==> src/rtl/mmio_display_ctrl.sv <==
// mmio_display_ctrl: memory-mapped peripheral on the processor data bus.
// Implements a 16-byte register window at BASE_ADDR with four registers:
//   0x0 DISP  : four hex digits shown on the active-low 7-segment outputs
//   0x4 CTRL  : display enable (and blink when built with MMIO_BLINK_EN)
//   0x8 SWST  : debounced switch state (read only)
//   0xC SWCHG : sticky switch-change flags (write 1 to clear)
// Optional feature: define MMIO_BLINK_EN to add a free-running blink phase
// that blanks the display every other BLINK_HALF cycles while CTRL[1] is set.
module mmio_display_ctrl #(
    parameter logic [31:0] BASE_ADDR       = 32'hFFFF_FF00,
    parameter int          DEBOUNCE_CYCLES = 50000,
    parameter int          BLINK_HALF      = 12500000
) (
    input  logic        clk,
    input  logic        reset,
    input  logic        memwrite,
    input  logic [31:0] dataadr,
    input  logic [31:0] writedata,
    output logic        hit,
    output logic [31:0] rdata,
    input  logic [4:0]  SW,
    output logic [6:0]  gled,
    output logic [6:0]  gled2,
    output logic [6:0]  gled3,
    output logic [6:0]  gled4
);

    localparam int            DW      = $clog2(DEBOUNCE_CYCLES);
    localparam logic [DW-1:0] DB_LAST = DW'(DEBOUNCE_CYCLES - 1);
    localparam logic [6:0]    BLANK   = 7'h7F;

    // Active-low {g,f,e,d,c,b,a} pattern for one hex digit.
    function automatic logic [6:0] hex_to_seg(input logic [3:0] h);
        logic [6:0] s;
        case (h)
            4'h0: s = 7'h40;
            4'h1: s = 7'h79;
            4'h2: s = 7'h24;
            4'h3: s = 7'h30;
            4'h4: s = 7'h19;
            4'h5: s = 7'h12;
            4'h6: s = 7'h02;
            4'h7: s = 7'h78;
            4'h8: s = 7'h00;
            4'h9: s = 7'h10;
            4'hA: s = 7'h08;
            4'hB: s = 7'h03;
            4'hC: s = 7'h46;
            4'hD: s = 7'h21;
            4'hE: s = 7'h06;
            default: s = 7'h0E;
        endcase
        return s;
    endfunction

    // ---------------------------------------------------------------
    // Address decode
    // ---------------------------------------------------------------
    logic [1:0] offset;
    logic       wr_en;

    assign offset = dataadr[3:2];
    assign hit    = (dataadr[31:4] == BASE_ADDR[31:4]);
    assign wr_en  = memwrite & hit;

    // Byte lanes and the upper store half have no destination in this block.
    logic unused_bits;
    assign unused_bits = ^{writedata[31:16], dataadr[1:0]};

    // ---------------------------------------------------------------
    // Processor-visible registers
    // ---------------------------------------------------------------
    logic [15:0] disp;
    logic        en;
    logic        blink;
    logic        phase;

    // DISP and CTRL.EN are updated by stores into their slots.
    always_ff @(posedge clk or posedge reset) begin
        // NOTE: sequential state is always assigned with <= so every flop samples pre-edge values.
        if (reset) begin
            disp <= '0;
            en   <= 1'b0;
        end else if (wr_en) begin
            case (offset)
                2'd0:    disp <= writedata[15:0];
                2'd1:    en   <= writedata[0];
                default: ;
            endcase
        end
    end

`ifdef MMIO_BLINK_EN
    localparam int            BW        = (BLINK_HALF > 1) ? $clog2(BLINK_HALF) : 1;
    localparam logic [BW-1:0] BLINK_LAST = BW'(BLINK_HALF - 1);

    logic [BW-1:0] blink_cnt;

    // CTRL.BLINK storage.
    always_ff @(posedge clk or posedge reset) begin
        if (reset)
            blink <= 1'b0;
        else if (wr_en && offset == 2'd1)
            blink <= writedata[1];
    end

    // Free-running half-period counter; flips the blink phase at each terminal count.
    always_ff @(posedge clk or posedge reset) begin
        if (reset) begin
            blink_cnt <= '0;
            phase     <= 1'b0;
        end else if (blink_cnt == BLINK_LAST) begin
            blink_cnt <= '0;
            phase     <= ~phase;
        end else begin
            blink_cnt <= blink_cnt + 1'b1;
        end
    end
`else
    localparam int unused_blink_half = BLINK_HALF;
    assign blink = 1'b0;
    assign phase = 1'b0;
`endif

    // ---------------------------------------------------------------
    // Switch synchroniser and shared debounce
    // ---------------------------------------------------------------
    logic [4:0]    sw_sync1;
    logic [4:0]    sw_sync2;
    logic [4:0]    swst;
    logic [4:0]    swchg;
    logic [DW-1:0] db_cnt;
    logic          accept;
    logic [4:0]    chg_set;
    logic [4:0]    chg_clr;

    // Two-flop synchroniser for the asynchronous board switches.
    always_ff @(posedge clk or posedge reset) begin
        if (reset) begin
            sw_sync1 <= '0;
            sw_sync2 <= '0;
        end else begin
            sw_sync1 <= SW;
            sw_sync2 <= sw_sync1;
        end
    end

    // A difference held long enough is accepted; any flag it raises beats a same-cycle clear.
    assign accept  = (sw_sync2 != swst) && (db_cnt == DB_LAST);
    assign chg_set = accept ? (sw_sync2 ^ swst) : 5'd0;
    assign chg_clr = (wr_en && offset == 2'd3) ? writedata[4:0] : 5'd0;

    // Shared counter: runs while the synced vector differs from SWST, clears as soon as it matches.
    always_ff @(posedge clk or posedge reset) begin
        if (reset) begin
            swst   <= '0;
            swchg  <= '0;
            db_cnt <= '0;
        end else begin
            if (sw_sync2 == swst) begin
                db_cnt <= '0;
            end else if (db_cnt == DB_LAST) begin
                db_cnt <= '0;
                swst   <= sw_sync2;
            end else begin
                db_cnt <= db_cnt + 1'b1;
            end
            swchg <= (swchg & ~chg_clr) | chg_set;
        end
    end

    // ---------------------------------------------------------------
    // Read mux
    // ---------------------------------------------------------------
    // Returns the addressed register, zero outside the window.
    always_comb begin
        // NOTE: a default before the case keeps every path assigned, so no latch is inferred.
        rdata = '0;
        if (hit) begin
            case (offset)
                2'd0: rdata[15:0] = disp;
                2'd1: rdata[1:0]  = {blink, en};
                2'd2: rdata[4:0]  = swst;
                2'd3: rdata[4:0]  = swchg;
                default: ;
            endcase
        end
    end

    // ---------------------------------------------------------------
    // Segment outputs
    // ---------------------------------------------------------------
    logic show;
    assign show = en & ~(blink & phase);

    // Registered digit drivers, blanked when disabled or in the dark blink phase.
    always_ff @(posedge clk or posedge reset) begin
        if (reset) begin
            gled  <= BLANK;
            gled2 <= BLANK;
            gled3 <= BLANK;
            gled4 <= BLANK;
        end else begin
            gled  <= show ? hex_to_seg(disp[3:0])   : BLANK;
            gled2 <= show ? hex_to_seg(disp[7:4])   : BLANK;
            gled3 <= show ? hex_to_seg(disp[11:8])  : BLANK;
            gled4 <= show ? hex_to_seg(disp[15:12]) : BLANK;
        end
    end

endmodule

==> config.mk <==
export PLATFORM = sky130hd
export DESIGN_NAME = mmio_display_ctrl
export DESIGN_NICKNAME = d
export VERILOG_FILES = /design/src/rtl/mmio_display_ctrl.sv
export SDC_FILE = /design/constraint.sdc
export NUM_CORES = 1
export LEC_CHECK = 0
export CORE_MARGIN = 3
export CORE_UTILIZATION = 48
export CTS_CLUSTER_DIAMETER = 30
export DETAILED_ROUTE_END_ITERATION = 16
export HOLD_SLACK_MARGIN = 0.08
export PLACE_DENSITY = 0.85
export SLEW_MARGIN = 20
export SYNTH_ARGS = -nofsm -noshare
export SYNTH_HDL_FRONTEND = slang
export SYNTH_SLANG_ARGS = --single-unit
==> constraint.sdc <==
create_clock -name clk -period 4.6 [get_ports clk]
set_input_delay 1.38 -clock clk [delete_from_list [all_inputs] [get_ports clk]]
set_output_delay 1.38 -clock clk [all_outputs]
set_load 0.02 [all_outputs]
==> results of run 1 <==
[sequential cells by signal, indices dropped and copies added (netlist names)]
signal,count
db_cnt,16
disp,16
en,1
gled,7
gled2,7
gled3,7
gled4,7
sw_sync1,5
sw_sync2,5
swchg,5
swst,5
[worst max-delay path: cells and delay by family]
family / cells / cell delay (ns)
buffers and inverters: 3 / 0.87
and+or+nand+nor: 4 / 0.86
[per-stage QoR]
step | cell area [um2] | total power, uW | cells
finish | 5740 | 1500 | 614
global route | 5740 | 1570 | 614
CTS | 5720 | 1520 | 614
detailed placement | 5480 | 949 | 598
global placement | 5480 | 939 | 598
floorplan | 4460 | 880 | 413
[cell usage in the layout, fill, tap and decap left out, types with 6 or more instances in the layout]
cell type	Yosys	routed
sky130_fd_sc_hd__clkbuf_8	0	10
sky130_fd_sc_hd__xnor2_1	6	6
sky130_fd_sc_hd__nor2_1	24	24
sky130_fd_sc_hd__nand4_1	10	10
sky130_fd_sc_hd__and4_1	8	8
sky130_fd_sc_hd__xor2_1	12	12
sky130_fd_sc_hd__inv_1	12	11
sky130_fd_sc_hd__nand2b_1	8	8
sky130_fd_sc_hd__buf_4	16	14
sky130_fd_sc_hd__nand3_1	11	11
sky130_fd_sc_hd__dfrtp_1	53	53
sky130_fd_sc_hd__mux2_4	10	10
sky130_fd_sc_hd__nor2b_1	10	10
sky130_fd_sc_hd__o21ai_0	9	9
sky130_fd_sc_hd__clkdlybuf4s50_1	0	69
sky130_fd_sc_hd__dfstp_2	28	28
sky130_fd_sc_hd__o211ai_1	24	24
sky130_fd_sc_hd__mux2_2	19	19
sky130_fd_sc_hd__o21a_1	6	6
sky130_fd_sc_hd__dlymetal6s2s_1	0	8
sky130_fd_sc_hd__conb_1	1	16
sky130_fd_sc_hd__clkdlybuf4s15_1	0	6
sky130_fd_sc_hd__nand2_1	31	30
sky130_fd_sc_hd__ha_1	25	25
[worst paths after layout]
kind	start	endpoint	slack [ns]
setup / recovery	dataadr[9]	rdata[12]	0.11
max in group asynchronous	reset	gled2[0]	2.27
hold reg to reg	sw_sync1[1]	sw_sync2[1]	0.35
min in group asynchronous	reset	sw_sync1[0]	1.54
hold / removal	sw_sync1[1]	sw_sync2[1]	0.35
setup reg to reg	db_cnt[4]	db_cnt[7]	2.48
[repair_timing]
| action | 4_1_cts | 5_1_grt |
|---|---|---|
| pin swaps | 4 | 3 |
| resized for setup | 66 | 12 |
| setup endpoints to repair | 17 | 4 |
[metal layers]
layer	wire (um)	global-route usage, %	share of wire [%]	vias up
li1	-	-	-	1597
met1	4060	24.6	40	1647
met2	5050	33.2	50	133
met3	681	3.37	6.8	24
met4	245	9.51	2.4	0
met5	0	0	0	-
[kinds of logic after synthesis]
kind of cell / after synthesis / share of synthesized area, %
compound gates: 60 / 9.89
xor+xnor: 18 / 3.58
fa+ha+maj: 25 / 7.11
buf+inv: 48 / 5.66
flops: 81 / 46.8
mux: 35 / 9.92
other cells: 1 / 0.0852
simple gates: 130 / 16.9
[layout make-up]
class,instances,area (um2)
timing repair buffer,113,1090
inverter,12,47.5
tap,108,135
fill,636,3060
clock buffer,11,141
clock inverter,5,80.1
multi-input combinational,284,2190
sequential,81,2060
[power by group through the flow]
stage	Sequential [uW]	Combinational [uW]	Clock (uW)
2_1_floorplan	786	93.6	0
3_3_place_gp	791	148	0
3_5_place_dp	795	154	0
4_1_cts	782	155	584
5_1_grt	790	168	610
6_report	784	153	567
==> qor.yml, run 1 <==
run_status:
  run_status: "complete, no violations"
critical_path:
  cp.required_ns: 3.22
  critPathCaptureType: "output port"
  setup.worst_path.start_class: "input port"
  critical_path.cell_chain: "clkdlybuf4s50_1 -> nand4b_1 -> nor4_4 -> nand2_2 -> buf_6 -> nor4_2 -> buf_2"
  path_class: "in -> out"
  cp_data_arrival_time_ns: 3.11
  cpPeakStageDelay_ns: 0.46
  path_max_fanout: 7
  cp_slowest_cell: "sky130_fd_sc_hd__clkdlybuf4s50_1"
  reg2regPathDepth: 5
clock_tree:
  ctsLongestPathBuffers: 2
  post_cts_hold_buffer_count: 0
  inserted_clock_buffers: 9
  cts-htree-levels: 3
  clk_lat_worst_skew_ns: 0.34
  cts_root_buf: "sky130_fd_sc_hd__clkbuf_8"
  tritoncts_num_sinks: 81
  cts_tree: "built"
  cts.reportedPaths.clkPinSlew_ns: 0.08
  cts.repair_timing.setup_buffer_count: 0
yosys:
  ys_ff_latch: 81
  synthTopCellsByCount: "53 x sky130_fd_sc_hd__dfrtp_1, 31 x sky130_fd_sc_hd__nand2_1, 28 x sky130_fd_sc_hd__dfstp_2"
  synth_edf_count: 0
  ys_warn_count: 0
  seq_area_frac_synth_pct: 46.8
  synth_ff_type: "sky130_fd_sc_hd__dfrtp_1"
  yosys-top-cells-area: "sky130_fd_sc_hd__dfrtp_1 30%, sky130_fd_sc_hd__dfstp_2 17%, sky130_fd_sc_hd__ha_1 7.1%"
  netlist-cell-type-count: 46
  yosys.cell_count.top_type: "sky130_fd_sc_hd__dfrtp_1"
  async_reset_ff_share_pct: 100
  syn-instance-count: 398
  synth_top_area_share_pct: 30.1
  synthesis.area_mm2: 0.00440
  post_synth.cell_area_avg_um2: 11.1
  synth.largest_area_cell: "sky130_fd_sc_hd__dfrtp_1"
timing:
  tightest_slew_ns: 0.884
  setup_viol: 0
  worst_hold_slack_ns: 0.352
  number_of_pins_with_negative_max_slew_slack_in_the_final_report: 0
  setup_repair_after_global_routing_missed_its_margin: "no"
  share_of_the_clock_period_used_by_the_worst_path_pct: 97.5
  finalSetupTns_ns: 0
  clock_skew_ns: 0.00770
  max_slew_margin_pct: 41.1
  finalWorstPathRequiredPeriod_ns: 4.49
  fmax_mhz: 223
  final_hold_viol_count: 0
  setup_slack_after_layout_ns: 0.114
power_and_ir_drop:
  p_leak_uw: 0.00248
  power_density_mw_per_mm2: 262
  power_switching_share_pct: 23.9
  proportion_of_power_drawn_by_flip_flops_and_latches_pct: 52.1
  power.clock.fraction_pct: 37.7
  ir_worst_vdd_uv: 184
  gate_power_share_pct: 10.2
  p_int_uw: 1140
  switchingPower_uw: 360
route:
  wire_per_inst_um: 16.3
  drt-pass1-iter-count: 4
  wirelength_um: 10000
  initialDrtViolationCount: 168
  avgViaCountPerCell: 5.54
  vias: 3401
  remaining_drc_errors: 0
  postRouteAntennaNets: 0
cells_and_area:
  n_antenna_cell: 0
  final_layout_size_suffix_gt1_share_pct: 21.7
  layout.nets: 598
  area.growth.synth_to_final_pct: 30.4
  final_core_util_pct: 65.2
floorplan:
  design.core.area_mm2: 0.00881
  num_io_pins: 133
  die_area_mm2: 0.0104
  floorplan.rows: 34
  die_h_um: 102
  initial_utilization_pct: 50.0
  die_width_um: 102
placed_design:
  port_buf_inserts: 98
  place.gp.congestion: 0.905
  pre_cts_ws_ns: -0.653
  hpwl_um: 7250
min_path:
  whs_path_depth: 0
  hold_path_class: "reg -> reg"
global_routing:
  first_global_vias: 3331
  grt_overflow: 0
  maximum_number_of_pins_on_one_net_before_global_route_repair: 68
  antenna_found_initial: 0
  globalRouteTotalUtil_pct: 19.7
  grt_first_pass_wirelength_um: 15900
run:
  drv.max_cap_violation_count: 0
Note: power is estimated with default switching activity, not from simulation.
==> run 2: changes to the inputs <==
Settings changed: CORE_UTILIZATION 48 to 55, CTS_CLUSTER_SIZE set to 8, DONT_BUFFER_PORTS set to 1, PLACE_DENSITY 0.85 to 0.74.
==> run 2 against run 1 <==
  * Total power decreased by 2.6%
  * Global-route usage is 0.55 points higher
  * Sequential power is essentially flat
  * Design area fell by 18%
  * Clock skew barely moved
  * Worst hold slack better by 0.0024 ns
  * Final cell count fell by 17%
  * Critical path depth shrank 2
  * Routed wire length shrank 12%
  * Die area fell by 12%
  * Maximum frequency increased by 0.44%
  * Sequential cell count did not move
  * Critical endpoint is now rdata[5]
  * Largest power group unchanged
  * Highest routed layer is now met5
==> qor.yml, run 2 (synthesis gave the netlist of run 1 again) <==
critical_path:
  r2r_end: "db_cnt[14]"
  cp.required_ns: 3.22  # about the same
  critPathCaptureType: "output port"
  cp_data_arrival_time_ns: 3.09  # -0.02 ns
  reg2regPathDepth: 5  # unchanged
  path_class: "in -> out"
  path_max_fanout: 11  # +4
  register_to_register_setup_slack_ns: 2.55  # +0.07 ns
  critical_path.reg2reg.startpoint: "db_cnt[4]"
  setup.worst_path.start_class: "input port"
global_routing:
  grt_first_pass_wirelength_um: 14300  # -10%
  maximum_number_of_pins_on_one_net_before_global_route_repair: 49  # -28%
  grt_overflow: 0  # unchanged
  globalRouteTotalUtil_pct: 20.3  # +0.55 points
  first_global_vias: 2830  # -15%
  antenna_found_initial: 1  # +1
route:
  remaining_drc_errors: 0  # unchanged
  postRouteAntennaNets: 0  # unchanged
  initialDrtViolationCount: 92  # -45%
  drt-pass1-iter-count: 4  # unchanged
  wirelength_um: 8880  # -12%
  avgViaCountPerCell: 5.73  # +3.5%
  vias: 2912  # -14%
  wire_per_inst_um: 17.5  # +6.9%
clock_tree:
  cts.repair_timing.setup_buffer_count: 0  # unchanged
  inserted_clock_buffers: 9  # unchanged
  cts_root_buf: "sky130_fd_sc_hd__clkbuf_8"
  cts_tree: "built"
  post_cts_hold_buffer_count: 0  # unchanged
  ctsLongestPathBuffers: 2  # unchanged
  cts_repair_resize_count: 0  # -100%
  tritoncts_num_sinks: 81  # unchanged
  cts-htree-levels: 3  # unchanged
  clk_lat_worst_skew_ns: 0.35  # about the same
  cts.reportedPaths.clkPinSlew_ns: 0.08  # about the same
timing:
  setup_viol: 0  # unchanged
  final_hold_viol_count: 0  # unchanged
  finalWorstPathRequiredPeriod_ns: 4.47  # -0.0198 ns
  finalSetupTns_ns: 0  # unchanged
  setup_slack_after_layout_ns: 0.134  # +0.0198 ns
  tightest_slew_ns: 0.935  # +0.0508 ns
  clock_skew_ns: 0.00787  # +0.000169 ns
  max_slew_margin_pct: 37.7  # -3.4 points
  worst_hold_slack_ns: 0.354  # +0.00237 ns
  share_of_the_clock_period_used_by_the_worst_path_pct: 97.1  # -0.43 points
  setup_repair_after_global_routing_missed_its_margin: "no"
  fmax_mhz: 224  # +0.44%
  number_of_pins_with_negative_max_slew_slack_in_the_final_report: 0  # unchanged
floorplan:
  floorplan.rows: 31  # -8.8%
  die_h_um: 95.5  # -6.2%
  initial_utilization_pct: 58.5  # +8.5 points
  num_io_pins: 133  # unchanged
  die_width_um: 95.5  # -6.2%
  die_area_mm2: 0.00911  # -12%
  design.core.area_mm2: 0.00752  # -15%
cells_and_area:
  biggestRegsByFlops: "db_cnt: 16 flops, disp: 16 flops"
  area.growth.synth_to_final_pct: 7.42
  final_layout_size_suffix_gt1_share_pct: 23.5  # +1.7 points
  final_common_cell: "sky130_fd_sc_hd__dfrtp_1"
  final_cell_area_mm2: 0.00473  # -18%
  final_core_util_pct: 62.8  # -2.4 points
  layout.nets: 501  # -16%
  n_antenna_cell: 0  # unchanged
  most_frequent_cells_in_the_layout: "53 x sky130_fd_sc_hd__dfrtp_1, 31 x sky130_fd_sc_hd__nand2_1, 28 x sky130_fd_sc_hd__dfstp_2"
placed_design:
  postPlaceCellArea_mm2: 0.00450  # -18%
  place.gp.congestion: 0.877  # -3.0%
  pre_cts_ws_ns: 0.130  # +0.783 ns
  hpwl_um: 6220  # -14%
  port_buf_inserts: 0  # -100%
min_path:
  min-delay-start: "sw_sync1[2]"
  whs_path_depth: 0  # unchanged
  hold_path_class: "reg -> reg"
  timing.hold.worst_endpoint: "sw_sync2[2]"
run:
  drv.max_cap_violation_count: 0  # unchanged
run_status:
  run_status: "complete, no violations"
power_and_ir_drop:
  ir_worst_vdd_uv: 266  # +45%
  p_leak_uw: 0.00199  # -20%
  power_density_mw_per_mm2: 310  # +18%
[run 2: cell count changes in the layout (fill, tap and decap cells not counted), moves of 3 or more]
cell and change:
sky130_fd_sc_hd__clkdlybuf4s50_1 -69, sky130_fd_sc_hd__dlymetal6s2s_1 -8, sky130_fd_sc_hd__dlygate4sd2_1 -4, sky130_fd_sc_hd__buf_2 -5, sky130_fd_sc_hd__clkdlybuf4s15_2 -4, sky130_fd_sc_hd__nor4_1 +4, sky130_fd_sc_hd__clkdlybuf4s15_1 -6, sky130_fd_sc_hd__nor4_2 -3
[run 2: per-layer routing]
metal | vias to the layer above | part of all wire (%) | track usage, % | wire length (um)
li1 | 1398 | - | - | -
met1 | 1433 | 43 | 27.0 | 3830
met2 | 71 | 49 | 31.7 | 4380
met3 | 8 | 6.7 | 6.47 | 592
met4 | 2 | 0.71 | 5.92 | 63
met5 | - | 0.15 | 0 | 13
[run 2: where the power goes]
group          switching, uW  internal [uW]
Combinational           58.6           36.3
Clock                    276            311
Sequential              35.6            746
[run 2: worst max path at each step]
stage / startpoint / endpoint / slack [ns] / depth (start not counted)
finish: dataadr[5] / rdata[5] / 0.13 / 5
global route: dataadr[5] / rdata[8] / 0.02 / 5
CTS: dataadr[5] / rdata[5] / 0.12 / 5
detailed placement: dataadr[5] / rdata[5] / 0.13 / 5
global placement: dataadr[5] / rdata[5] / 0.16 / 5
floorplan: dataadr[5] / rdata[12] / -0.06 / 5
[run 2: metrics by stage]
stage / power [uW] / instances
final: 1460 / 508
after CTS: 1480 / 508
after detailed placement: 890 / 492
after floorplan: 880 / 413
after global routing: 1540 / 508
after global placement: 884 / 492
[run 2: critical path, stage by stage]
cell,delay [ns]
sky130_fd_sc_hd__or4b_4,0.53
sky130_fd_sc_hd__nor4_4,0.24
sky130_fd_sc_hd__nand2_1,0.33
sky130_fd_sc_hd__nor4_1,0.38
sky130_fd_sc_hd__buf_4,0.22
[run 2: area by class of cell]
class | count | area (um2)
timing repair buffer | 16 | 120
clock inverter | 7 | 101
tap | 99 | 124
sequential | 81 | 2060
inverter | 12 | 46.3
fill | 600 | 2800
multi-input combinational | 284 | 2150
clock buffer | 9 | 124
